===== config.mk =====
export PLATFORM = sky130hd
export DESIGN_NAME = sum_window_accum
export DESIGN_NICKNAME = d
export VERILOG_FILES = /design/src/rtl/sum_window_accum_pkg.sv /design/src/rtl/sum_window_accum.sv
export SDC_FILE = /design/constraint.sdc
export NUM_CORES = 1
export LEC_CHECK = 0
export CORE_MARGIN = 10
export CORE_UTILIZATION = 58
export CTS_BUF_LIST = sky130_fd_sc_hd__clkbuf_4
export DETAILED_ROUTE_END_ITERATION = 6
export HOLD_SLACK_MARGIN = 0.08
export PLACE_DENSITY = 0.92
export RECOVER_POWER = 100
export REMOVE_ABC_BUFFERS = 1
export SYNTH_ARGS = -nofsm -noshare
export SYNTH_HDL_FRONTEND = slang
export SYNTH_SLANG_ARGS = --single-unit

===== constraint.sdc =====
create_clock -name CLK -period 2.7 [get_ports CLK]
set_input_delay 0.54 -clock CLK [delete_from_list [all_inputs] [get_ports CLK]]
set_output_delay 0.54 -clock CLK [all_outputs]
set_load 0.01 [all_outputs]

===== src/rtl/sum_window_accum_pkg.sv =====
// sum_window_accum_pkg: state encoding and default sample width shared with the upstream adder
package sum_window_accum_pkg;
  localparam int DW_DEFAULT = 8;
  localparam logic [0:0] ST_ACCUM = 1'b0;
  localparam logic [0:0] ST_HOLD = 1'b1;
endpackage


===== src/rtl/sum_window_accum.sv =====
// sum_window_accum: accumulates 2**N_LOG2 samples and reports total, truncated average and maximum
module sum_window_accum
  import sum_window_accum_pkg::*;
#(
  parameter int DW = DW_DEFAULT,
  parameter int N_LOG2 = 2,
  localparam int ACC_W = DW + N_LOG2
) (
  input  logic             CLK,
  input  logic             RESET,
  input  logic             CLEAR,
  input  logic             IN_VALID,
  input  logic [DW-1:0]    IN_DATA,
  output logic             IN_READY,
  output logic             OUT_VALID,
  input  logic             OUT_READY,
  output logic [ACC_W-1:0] OUT_TOTAL,
  output logic [DW-1:0]    OUT_AVG,
  output logic [DW-1:0]    OUT_MAX
);
  logic [0:0]        r_state;
  logic [ACC_W-1:0]  r_acc;
  logic [N_LOG2-1:0] r_cnt;
  logic [DW-1:0]     r_run_max;
  logic              r_out_valid;
  logic [ACC_W-1:0]  r_total;
  logic [DW-1:0]     r_avg;
  logic [DW-1:0]     r_max;
  logic              w_accept;
  logic              w_last;
  logic [ACC_W-1:0]  w_sum;
  logic [DW-1:0]     w_max;

  assign IN_READY  = (r_state == ST_ACCUM);
  assign OUT_VALID = r_out_valid;
  assign OUT_TOTAL = r_total;
  assign OUT_AVG   = r_avg;
  assign OUT_MAX   = r_max;
  assign w_accept  = IN_VALID & IN_READY;
  assign w_last    = w_accept & (r_cnt == '1);
  assign w_sum     = r_acc + ACC_W'(IN_DATA);
  assign w_max     = (IN_DATA > r_run_max) ? IN_DATA : r_run_max;

  // Window accumulation and ACCUM/HOLD sequencing; CLEAR beats accept and handshake
  always_ff @(posedge CLK or posedge RESET) begin
    if (RESET) begin
      r_state     <= ST_ACCUM;
      r_acc       <= '0;
      r_cnt       <= '0;
      r_run_max   <= '0;
      r_out_valid <= 1'b0;
    end else if (CLEAR) begin
      r_state     <= ST_ACCUM;
      r_acc       <= '0;
      r_cnt       <= '0;
      r_run_max   <= '0;
      r_out_valid <= 1'b0;
    end else if (w_last) begin
      r_state     <= ST_HOLD;
      r_acc       <= '0;
      r_cnt       <= '0;
      r_run_max   <= '0;
      r_out_valid <= 1'b1;
    end else if (w_accept) begin
      r_acc     <= w_sum;
      r_cnt     <= r_cnt + 1'b1;
      r_run_max <= w_max;
    end else if (r_out_valid && OUT_READY) begin
      r_state     <= ST_ACCUM;
      r_out_valid <= 1'b0;
    end
  end

  // Result data is captured on the last sample and kept until the next window; CLEAR leaves it alone
  always_ff @(posedge CLK or posedge RESET) begin
    if (RESET) begin
      r_total <= '0;
      r_avg   <= '0;
      r_max   <= '0;
    end else if (!CLEAR && w_last) begin
      r_total <= w_sum;
      r_avg   <= w_sum[ACC_W-1:N_LOG2];
      r_max   <= w_max;
    end
  end
endmodule


Yosys cells after proc, flatten, opt, wreduce, memory -nomap -nowiden
Cells that the tools add are included.

storage, ports and cells
  bits in registers = 47
  bits of input ports = 13
  output and inout bits = 28
  word-level logic and storage cells = 35

cells by class
  add/subtract/negate cells = 2
  $lt $le $gt $ge = 1
  equal/unequal tests = 2
  multiplexer cells = 14
  bitwise gates (word level) = 3
  reductions and logical operators = 6

operators with widths
  kind                 number
  $mux 8               4
  $mux 10              3
  $add 10x8->10        1
  $gt 8x8->1           1
  $mux 2               3
  $reduce_bool 3->1    2
  $mux 1               4
  $ne 3x2->1 const B   1
  $add 2x1->2 const B  1
  $and 1x1->1          2
  $eq 2x2->1 const B   1
  $logic_and 1x1->1    2
  $reduce_and 2->1     1
  $logic_not 1->1      1
  $not 1->1            1

Longest topological paths before layout
Gate-level depths: netlist (run 1).

  depth in word-level cells = 5
  mapped depth = 8
  mapped depth without buffers = 8

Worst setup path after synthesis (run 1)
Ideal clock, no wire load.

  path type = in2reg
  from = input port IN_DATA[7]
  to = register r_run_max[0]
  setup time = 0.122 ns
  arrival time = 1.902 ns
  data required time = 2.578 ns
  path slack = 0.677 ns
  stages on the path = 7
  buffers on the path = 1
  cell sequence = ha_1 > nand4_1 > nor2_1 > a211o_1 > buf_6 > a31o_4 > a32o_1

on the way
  word-level cells in the longest chain between the ends = 5

ends and longest elaborated chain
  what                  line                    RTL
  from (decl)           sum_window_accum.sv:13  input logic [DW-1:0] IN_DATA,
  $gt 8x8->1            sum_window_accum.sv:42  assign w_max = (IN_DATA > r_run_max) ? IN_DATA : r_run_max;
  $mux 8                sum_window_accum.sv:42
  $mux 8                sum_window_accum.sv:64  end else if (w_accept) begin
  $mux 8                sum_window_accum.sv:58  end else if (w_last) begin
  $mux 8                sum_window_accum.sv:52  end else if (CLEAR) begin
  to (signal assigned)  sum_window_accum.sv:67  r_run_max <= w_max;
  to (decl)             sum_window_accum.sv:24  logic [DW-1:0] r_run_max;

Every way passes these cells. The select of a mux whose other input is x is not followed.
A chain may end at the register's enable or synchronous reset.

Worst setup path in the final report (run 1)
  from = input port IN_DATA[3]
  to = register r_max[6] (netlist: OUT_MAX[6])

on the way
  word-level cells in the longest chain between the ends = 2

ends and longest elaborated chain
  what                  line                    RTL
  $gt 8x8->1            sum_window_accum.sv:42
  $mux 8                sum_window_accum.sv:42
  to (signal assigned)  sum_window_accum.sv:83  r_max <= w_max;
  to (decl)             sum_window_accum.sv:28  logic [DW-1:0] r_max;

Every way passes these cells.

==> flow_summary.yaml, run 1 <==
global_route:
  globalRoute.totalOverflow: 0
  number_of_global_route_vias_before_repair: 1916
  gr-usage-all-layers_pct: 15.8
  global_route_wire_length_before_repair_um: 8420
  grt_antenna_before_repair: 0
  largest_net_degree_at_the_start_of_global_routing: 40
place:
  globalplace.congestion: 0.903
  place_hpwl_um: 3870
  port_buffers: 40
worst_setup_path:
  path_class: "in -> reg"
  cp.arrival_ns: 2.77
  highest_cell_delay_on_the_worst_timing_path_ns: 0.72
  worstSetupEndpointType: "register"
  critPathLaunchType: "input port"
  required_ns: 2.99
  critical_path.n_buffers_inverters: 1
  timing.critical_path.cells: "dlygate4sd3_1, ha_1, nand4_1, nor2_1, a211oi_1, o211ai_1, nand3_1"
  critical_path.top_delay_family: "compound AO/OA/AOI/OAI gates"
  worstPathMaxFanout: 8
  slowest_stage: "sky130_fd_sc_hd__a211oi_1"
timing:
  maxClockFrequency_mhz: 404
  grt_setup_unrepaired: "no"
  clock-skew-final_ns: 0.00455
  relative_slew_slack_pct: 37.2
  worst_pin_slew_ns: 0.942
  setup_viol: 0
  finalHoldViolCount: 0
  fin_crit_sh_pct: 91.8
  period_needed_ns: 2.48
  slew_violations: 0
floorplan:
  io_pins: 41
  core_area_um2: 3720
  initial_utilization_pct: 60.8
  die-height_um: 82.4
  std_cell_rows: 22
  die_outline_width_um: 82.4
  floorplan.die_area_um2: 6790
synth:
  post_synth_top_area_share_pct: 43.2
  fraction_of_the_yosys_area_taken_by_sequential_cells_pct: 43.2
  synthTopCellsByArea: "sky130_fd_sc_hd__dfrtp_1 (43%), sky130_fd_sc_hd__ha_1 (9.4%), sky130_fd_sc_hd__nand2_1 (5.6%)"
  ys_ff_latch: 39
  synth_mux_area_share_pct: 1.44
  synth_compound_area_share_pct: 21.3
  postSynthCellCount: 230
  synth_top_family_by_area: "compound AO/OA/AOI/OAI gates"
  netlist_area_um2: 2260
  synth_area_per_cell_um2: 9.82
  synth.lib_cells_used.distinct: 41
  synth_adder_area_share_pct: 10.3
  share_of_synthesized_cell_area_in_and_or_nand_and_nor_gates_pct: 15.1
  synth_warnings: 0
  synth_area_leader_cell: "sky130_fd_sc_hd__dfrtp_1"
  synth_xor_area_share_pct: 1.55
clocking:
  postCtsResizedCells: 0
  clk_transition_reported_paths_ns: 0.11
  total_clock_buffers_created_by_cts: 5
  number_of_buffers_on_the_longest_clock_path: 2
  clock_tree.htree_level_count: 2
  cts.root.buffer_cell: "sky130_fd_sc_hd__clkbuf_4"
  clkLatencyLatePin_ns: 0.35
  cts_tree: "yes"
  cts_hold_repair.buffers: 0
  cts.sink_count: 39
  cts.repair_timing.setup_buffer_count: 0
route:
  route.detailed.drc: 0
  viasPerCell: 5.89
  initialDrtViolationCount: 93
  routed_wire_length_per_instance_um: 15.8
  dr.pass1.iters: 4
  route.final.wire_length_um: 5090
  dr_total_vias: 1896
  postRouteAntennaNets: 0
cells_and_area:
  layout.cells.most_common_list: "sky130_fd_sc_hd__dfrtp_1 (39), sky130_fd_sc_hd__nand2_1 (34), sky130_fd_sc_hd__dlygate4sd3_1 (32), sky130_fd_sc_hd__ha_1 (17), sky130_fd_sc_hd__inv_1 (15)"
  fillCellCount: 269
  layout.area.seq_um2: 976
  final_layout_size_suffix_gt1_share_pct: 8.76
  nNetsFinal: 304
  antennaDiodeCount: 0
  footprint_of_the_multi_input_gates_um2: 1120
  layout.core_utilization_pct: 73.9
  synthToLayoutAreaGrowth_pct: 21.5
  layout_commonest_cell: "sky130_fd_sc_hd__dfrtp_1"
run:
  drv.max_cap_violation_count: 0
run_status:
  status: "finished clean"
power_and_ir_drop:
  vdd_drop_max_mv: 0.320
  finalPower_uw: 1480
  power.static_leakage_uw: 0.00133
  power_per_cell_area_nw_per_um2: 538
worst_hold_path:
  min-delay-path-class: "reg -> reg"
[through the flow]
stage	setup TNS [ns]	setup WS [ns]	cell area (um^2)	cells	hold slack [ns]
floorplan	0	0.198	2160	214	0.453
CTS	0	0.329	2770	322	0.492
global placement	0	0.0231	2710	314	0.459
detailed placement	-0.108	-0.0352	2710	314	0.466
global route	0	0.0738	2750	322	0.511
finish	0	0.222	2750	322	0.480
[logic make-up after synthesis]
group,Yosys count
flip-flops,39
buffers and inverters,32
AND/OR/NAND/NOR,70
multiplexers,3
adder cells (fa/ha/maj),18
XOR/XNOR,4
AO/OA/AOI/OAI,64
[sequential cells by signal, summed over array words and instances, names as in the netlist]
name and count:
r_acc 10, OUT_VALID 1, r_cnt 2, r_run_max 8, OUT_TOTAL 10, OUT_MAX 8
[final timing paths]
path / startpoint / end / slack (ns) / depth (start not counted)
max in group asynchronous: RESET / r_acc[0]$_DFFE_PP0P_ / 1.22 / 3
min reg2reg: OUT_MAX[1]$_DFFE_PP0P_ / OUT_MAX[1]$_DFFE_PP0P_ / 0.48 / 2
min: OUT_MAX[1]$_DFFE_PP0P_ / OUT_MAX[1]$_DFFE_PP0P_ / 0.48 / 2
min in group asynchronous: RESET / OUT_MAX[6]$_DFFE_PP0P_ / 0.90 / 3
max: IN_DATA[3] / OUT_MAX[6]$_DFFE_PP0P_ / 0.22 / 7
max reg2reg: r_run_max[1]$_DFFE_PP0P_ / OUT_MAX[6]$_DFFE_PP0P_ / 0.58 / 7
[worst reg2reg max path, delay by kind of cell (launching register included)]
| kind | cells | cell delay, ns |
|---|---|---|
| DFF | 1 | 0.41 |
| and+or+nand+nor | 2 | 0.26 |
| buffers and inverters | 1 | 0.06 |
| AOI/OAI and AO/OA | 3 | 1.03 |
| adders and majority gates | 1 | 0.29 |
[where the power goes]
group	switching (uW)	total [uW]	internal, uW
combinational	250	481	231
clock	188	295	107
sequential	45.4	703	657
total	484	1480	995
[per-layer routing]
metal	vias to the layer above	share of wire, %	global-route usage [%]
met5	-	0	0
met4	0	1.7	7.65
met3	7	8.2	6.26
met2	61	50	27.3
met1	905	40	16.5
li1	923	-	-
[synth_stat cells (all sizes together)]
cell     n
inv     16
nand2   34
or3b     1
a21o     4
nor3b    1
o31a     1
a2111o   1
nand3    9
a22o     5
o31ai    5
mux2     2
ha      17
fa       1
nor2b    3
mux2i    1
clkbuf   3
a31o     1
buf     13
o21a     4
a211oi   1
a21oi   10
nand4   12
o21ai   11
dfrtp   39
a32o     8
o211ai   9
nor2     5
xnor2    4
or3      2
nor3     3
a31oi    1
a211o    3
[layout make-up]
class / count / share of cell area [%]
flip-flops and latches: 39 / 35.5
well taps: 48 / 2.19
clock inverters: 2 / 0.273
inverters: 16 / 2.19
multi-input cells: 159 / 40.7
repair buffers: 52 / 17.5
clock buffers: 6 / 1.64
No activity file was read; power rests on OpenSTA's default activity.
==> run 2: changes to the inputs <==
Settings changed: CORE_UTILIZATION 58 to 40, PLACE_DENSITY 0.92 to 0.69.
==> flow_summary.yaml, run 2 (synthesis results as in run 1) <==
route:
  route.detailed.drc: 0
  routed_wire_length_per_instance_um: 14.4
  dr.pass1.iters: 4
  viasPerCell: 5.35
  postRouteAntennaNets: 0
  initialDrtViolationCount: 62
  route.final.wire_length_um: 5040
  dr_total_vias: 1867
cells_and_area:
  final_layout_size_suffix_gt1_share_pct: 10.5
  layout_commonest_cell: "sky130_fd_sc_hd__dfrtp_1"
  antennaDiodeCount: 0
  nNetsFinal: 309
  layout.core_utilization_pct: 50.9
  stdcell_count: 349
  synthToLayoutAreaGrowth_pct: 24.0
  layout.cells.most_common_list: "sky130_fd_sc_hd__dfrtp_1 (39), sky130_fd_sc_hd__nand2_1 (34), sky130_fd_sc_hd__dlygate4sd3_1 (31), sky130_fd_sc_hd__ha_1 (17), sky130_fd_sc_hd__inv_1 (15)"
  fillCellCount: 523
floorplan:
  core_area_um2: 5510
  std_cell_rows: 27
  die_outline_width_um: 95.2
  die-height_um: 95.2
  io_pins: 41
  initial_utilization_pct: 41.0
  floorplan.die_area_um2: 9060
timing:
  finalHoldViolCount: 0
  tns_ns: 0
  clock-skew-final_ns: 0.00638
  worst_pin_slew_ns: 0.985
  relative_slew_slack_pct: 34.4
  hold_slack_ns: 0.475
  slew_violations: 0
  period_needed_ns: 2.43
  setup_viol: 0
  maxClockFrequency_mhz: 412
  fin_crit_sh_pct: 89.9
  grt_setup_unrepaired: "no"
worst_setup_path:
  worstPathMaxFanout: 4
  cp.arrival_ns: 2.69
  required_ns: 2.96
  crit-reg2reg-capture: "r_run_max[6]$_DFFE_PP0P_"
  worstSetupEndpointType: "register"
  setup.worst_path.end: "r_acc[8]$_DFFE_PP0P_"
  worst_r2r_startpoint: "r_run_max[5]$_DFFE_PP0P_"
  path_class: "in -> reg"
  setup.worst_path.start: "IN_DATA[0]"
  register_to_register_setup_slack_ns: 0.63
  critPathLaunchType: "input port"
  rr_worst_depth: 8
power_and_ir_drop:
  power.static_leakage_uw: 0.00135
  power_per_cell_area_nw_per_um2: 522
  finalPower_uw: 1460
  vdd_drop_max_mv: 0.221
global_route:
  number_of_global_route_vias_before_repair: 1857
  globalRoute.totalOverflow: 0
  global_route_wire_length_before_repair_um: 8700
  gr-usage-all-layers_pct: 12.0
  largest_net_degree_at_the_start_of_global_routing: 40
  grt_antenna_before_repair: 0
clocking:
  clock_tree.htree_level_count: 2
  number_of_buffers_on_the_longest_clock_path: 2
  clkLatencyLatePin_ns: 0.34
  clk_transition_reported_paths_ns: 0.10
  postCtsResizedCells: 0
  cts_tree: "yes"
  cts.root.buffer_cell: "sky130_fd_sc_hd__clkbuf_4"
  cts.sink_count: 39
  cts_hold_repair.buffers: 0
  total_clock_buffers_created_by_cts: 5
  cts.repair_timing.setup_buffer_count: 0
place:
  place_hpwl_um: 3890
  port_buffers: 40
  dp_cells: 343
  globalplace.congestion: 0.874
run_status:
  status: "finished clean"
worst_hold_path:
  whs_path_depth: 2
  min-delay-path-class: "reg -> reg"
  holdCritStartpoint: "OUT_TOTAL[0]$_DFFE_PP0P_"
run:
  drv.max_cap_violation_count: 0
[run 2: worst max-delay path: stages]
cell and delay, ns:
sky130_fd_sc_hd__dlygate4sd3_1 0.62, sky130_fd_sc_hd__ha_1 0.20, sky130_fd_sc_hd__inv_1 0.05, sky130_fd_sc_hd__fa_1 0.41, sky130_fd_sc_hd__nor2b_1 0.15, sky130_fd_sc_hd__o31a_1 0.19, sky130_fd_sc_hd__o21ai_1 0.14, sky130_fd_sc_hd__or3_1 0.32
sky130_fd_sc_hd__o21ai_0 0.08
[run 2: report_power, final]
group          leakage [uW]  internal (uW)  switching (uW)
Sequential         0.000528            657            44.1
Combinational      0.000796            236             244
Clock             0.0000276            103             180
[run 2: area by class of cell]
class / count / area (um^2) / area share, %
Clock buffer: 6 / 45.0 / 1.61
Inverter: 16 / 60.1 / 2.14
Tap cell: 72 / 90.1 / 3.21
Sequential cell: 39 / 976 / 34.8
Multi-Input combinational cell: 159 / 1110 / 39.7
Timing Repair Buffer: 57 / 518 / 18.5
[run 2: worst min path at each step]
stage	end	slack (ns)
finish	OUT_TOTAL[0]$_DFFE_PP0P_	0.47
global route	OUT_MAX[4]$_DFFE_PP0P_	0.50
CTS	OUT_TOTAL[0]$_DFFE_PP0P_	0.49
detailed placement	OUT_TOTAL[0]$_DFFE_PP0P_	0.47
global placement	OUT_TOTAL[0]$_DFFE_PP0P_	0.46
floorplan	r_acc[6]$_DFFE_PP0P_	0.45
[run 2: stage by stage]
step           area, um^2  worst slack (ns)
2_1_floorplan        2160             0.198
5_1_grt              2800            0.0573
4_1_cts              2830             0.354
6_report             2800             0.272
3_3_place_gp         2780           0.00515
3_5_place_dp         2780           -0.0207
[run 2: layer usage]
metal,wire length (um),global-route usage [%],vias to the layer above,share of wire (%)
li1,-,-,939,-
met1,2210,13.8,886,44
met2,2400,20.5,35,48
met3,357,4.16,7,7.1
met4,70,3.74,0,1.4
met5,0,0,-,0
==> run 3: changes to the inputs <==
Settings changed: DONT_BUFFER_PORTS set to 1, PLACE_DENSITY 0.69 to 0.59.
==> flow_summary.yaml, run 3 (synthesis results as in run 1) <==
run_status:
  status: "complete, but fails checks"
  failed_checks: "max-capacitance violations, max-slew violations"
timing:
  fin_crit_sh_pct: 86.9
  relative_slew_slack_pct: -42.1
  finalHoldViolCount: 0
  period_needed_ns: 2.35
  slew_violations: 40
  clock-skew-final_ns: 0.0165
  worst_pin_slew_ns: 2.13
  maxClockFrequency_mhz: 426
  grt_setup_unrepaired: "no"
  setup_viol: 0
  tns_ns: 0
global_route:
  largest_net_degree_at_the_start_of_global_routing: 40
  grt_antenna_before_repair: 0
  globalRoute.totalOverflow: 0
  global_route_wire_length_before_repair_um: 8410
  gr-usage-all-layers_pct: 11.6
  number_of_global_route_vias_before_repair: 1693
route:
  route.met3.wl_um: 356
  viasPerCell: 5.49
  dr_wl_met2_um: 2380
  initialDrtViolationCount: 48
  dr_total_vias: 1636
  top_layer: "met4"
  dr.pass1.iters: 4
  route.final.wire_length_um: 5030
  wl_met1_um: 2250
  routed_wire_length_per_instance_um: 16.9
  route.detailed.drc: 0
  postRouteAntennaNets: 0
clocking:
  clkLatencyLatePin_ns: 0.35
  cts.repair_timing.setup_buffer_count: 0
  total_clock_buffers_created_by_cts: 5
  cts.sink_count: 39
  postCtsResizedCells: 0
  clk_transition_reported_paths_ns: 0.12
  cts.root.buffer_cell: "sky130_fd_sc_hd__clkbuf_4"
  clock_tree.htree_level_count: 2
  cts_hold_repair.buffers: 0
  number_of_buffers_on_the_longest_clock_path: 2
  cts_tree: "yes"
cells_and_area:
  finalInstanceArea_um2: 2330
  synthToLayoutAreaGrowth_pct: 3.27
  layout.core_utilization_pct: 42.4
  final_layout_size_suffix_gt1_share_pct: 6.19
  antennaDiodeCount: 0
  layout.cells.most_common_list: "sky130_fd_sc_hd__dfrtp_1 (39), sky130_fd_sc_hd__nand2_1 (34), sky130_fd_sc_hd__ha_1 (17), sky130_fd_sc_hd__inv_1 (16), sky130_fd_sc_hd__nand4_1 (11)"
  fillCellCount: 543
  nNetsFinal: 256
  layout_commonest_cell: "sky130_fd_sc_hd__dfrtp_1"
worst_setup_path:
  critical_path.top_delay_family: "simple AND/OR/NAND/NOR gates"
  cp.arrival_ns: 2.64
  path_class: "reg -> reg"
  critical_path.n_buffers_inverters: 2
  critPathLaunchType: "register"
  timing.critical_path.cells: "inv_1, nand2_1, nor3_1, clkbuf_1, a32o_1"
  required_ns: 2.99
  highest_cell_delay_on_the_worst_timing_path_ns: 0.87
  worstSetupEndpointType: "register"
  worstPathMaxFanout: 9
  slowest_stage: "sky130_fd_sc_hd__nor3_1"
power_and_ir_drop:
  power.static_leakage_uw: 0.00108
  power_per_cell_area_nw_per_um2: 616
  finalPower_uw: 1440
  vdd_drop_max_mv: 0.287
floorplan:
  floorplan.die_area_um2: 9060
  die_outline_width_um: 95.2
  std_cell_rows: 27
  core_area_um2: 5510
  initial_utilization_pct: 41.0
  die-height_um: 95.2
  io_pins: 41
place:
  place_hpwl_um: 3720
  globalplace.congestion: 0.841
  placed_area_um2: 2280
  port_buffers: 0
run:
  drv.max_cap_violation_count: 1
worst_hold_path:
  min-delay-path-class: "in -> reg"
-- run 3: cell types whose count changed in the layout (fill, tap and decap cells not counted), sizes merged --
cell	change
clkinv	+2
clkbuf	-2
bufinv	+1
buf	-12
clkdlybuf4s50	-9
dlygate4sd3	-31
-- run 3: area by class of cell --
type | count | area, um^2 | area share (%)
sequential | 39 | 976 | 41.8
tap | 72 | 90.1 | 3.86
clock buffer | 5 | 37.5 | 1.61
timing repair buffer | 4 | 18.8 | 0.804
inverter | 16 | 60.1 | 2.57
clock inverter | 3 | 38.8 | 1.66
multi-input combinational | 159 | 1110 | 47.7
-- run 3: where the power goes --
part	switching (uW)	total, uW	internal, uW
Combinational	173	293	120
Sequential	89.9	747	657
Clock	206	397	191
-- run 3: per-stage QoR --
step | hold slack, ns | setup WS (ns) | std cells
3_5_place_dp | 0.480 | 0.383 | 290
4_1_cts | 0.202 | 0.485 | 298
3_3_place_gp | 0.483 | 0.370 | 290
6_report | 0.248 | 0.352 | 298
5_1_grt | 0.218 | 0.166 | 298
2_1_floorplan | 0.453 | 0.198 | 214
-- run 3: worst paths after layout --
kind | from | endpoint | slack (ns) | depth (start not counted)
hold / removal | CLEAR | r_cnt[1]$_DFFE_PP0P_ | 0.25 | 1
setup reg to reg | OUT_VALID$_DFFE_PP0P_ | r_run_max[1]$_DFFE_PP0P_ | 0.35 | 5
hold reg to reg | r_acc[6]$_DFFE_PP0P_ | r_acc[6]$_DFFE_PP0P_ | 0.51 | 2
setup / recovery | OUT_VALID$_DFFE_PP0P_ | r_run_max[1]$_DFFE_PP0P_ | 0.35 | 5
max in group asynchronous | RESET | OUT_VALID$_DFFE_PP0P_ | 0.63 | 2
min in group asynchronous | RESET | r_run_max[3]$_DFFE_PP0P_ | 0.84 | 2
-- run 3: per-layer routing --
metal,up-vias,track usage (%)
li1,826,-
met1,777,13.7
met2,28,19.7
met3,5,4.24
met4,0,2.62
met5,-,0
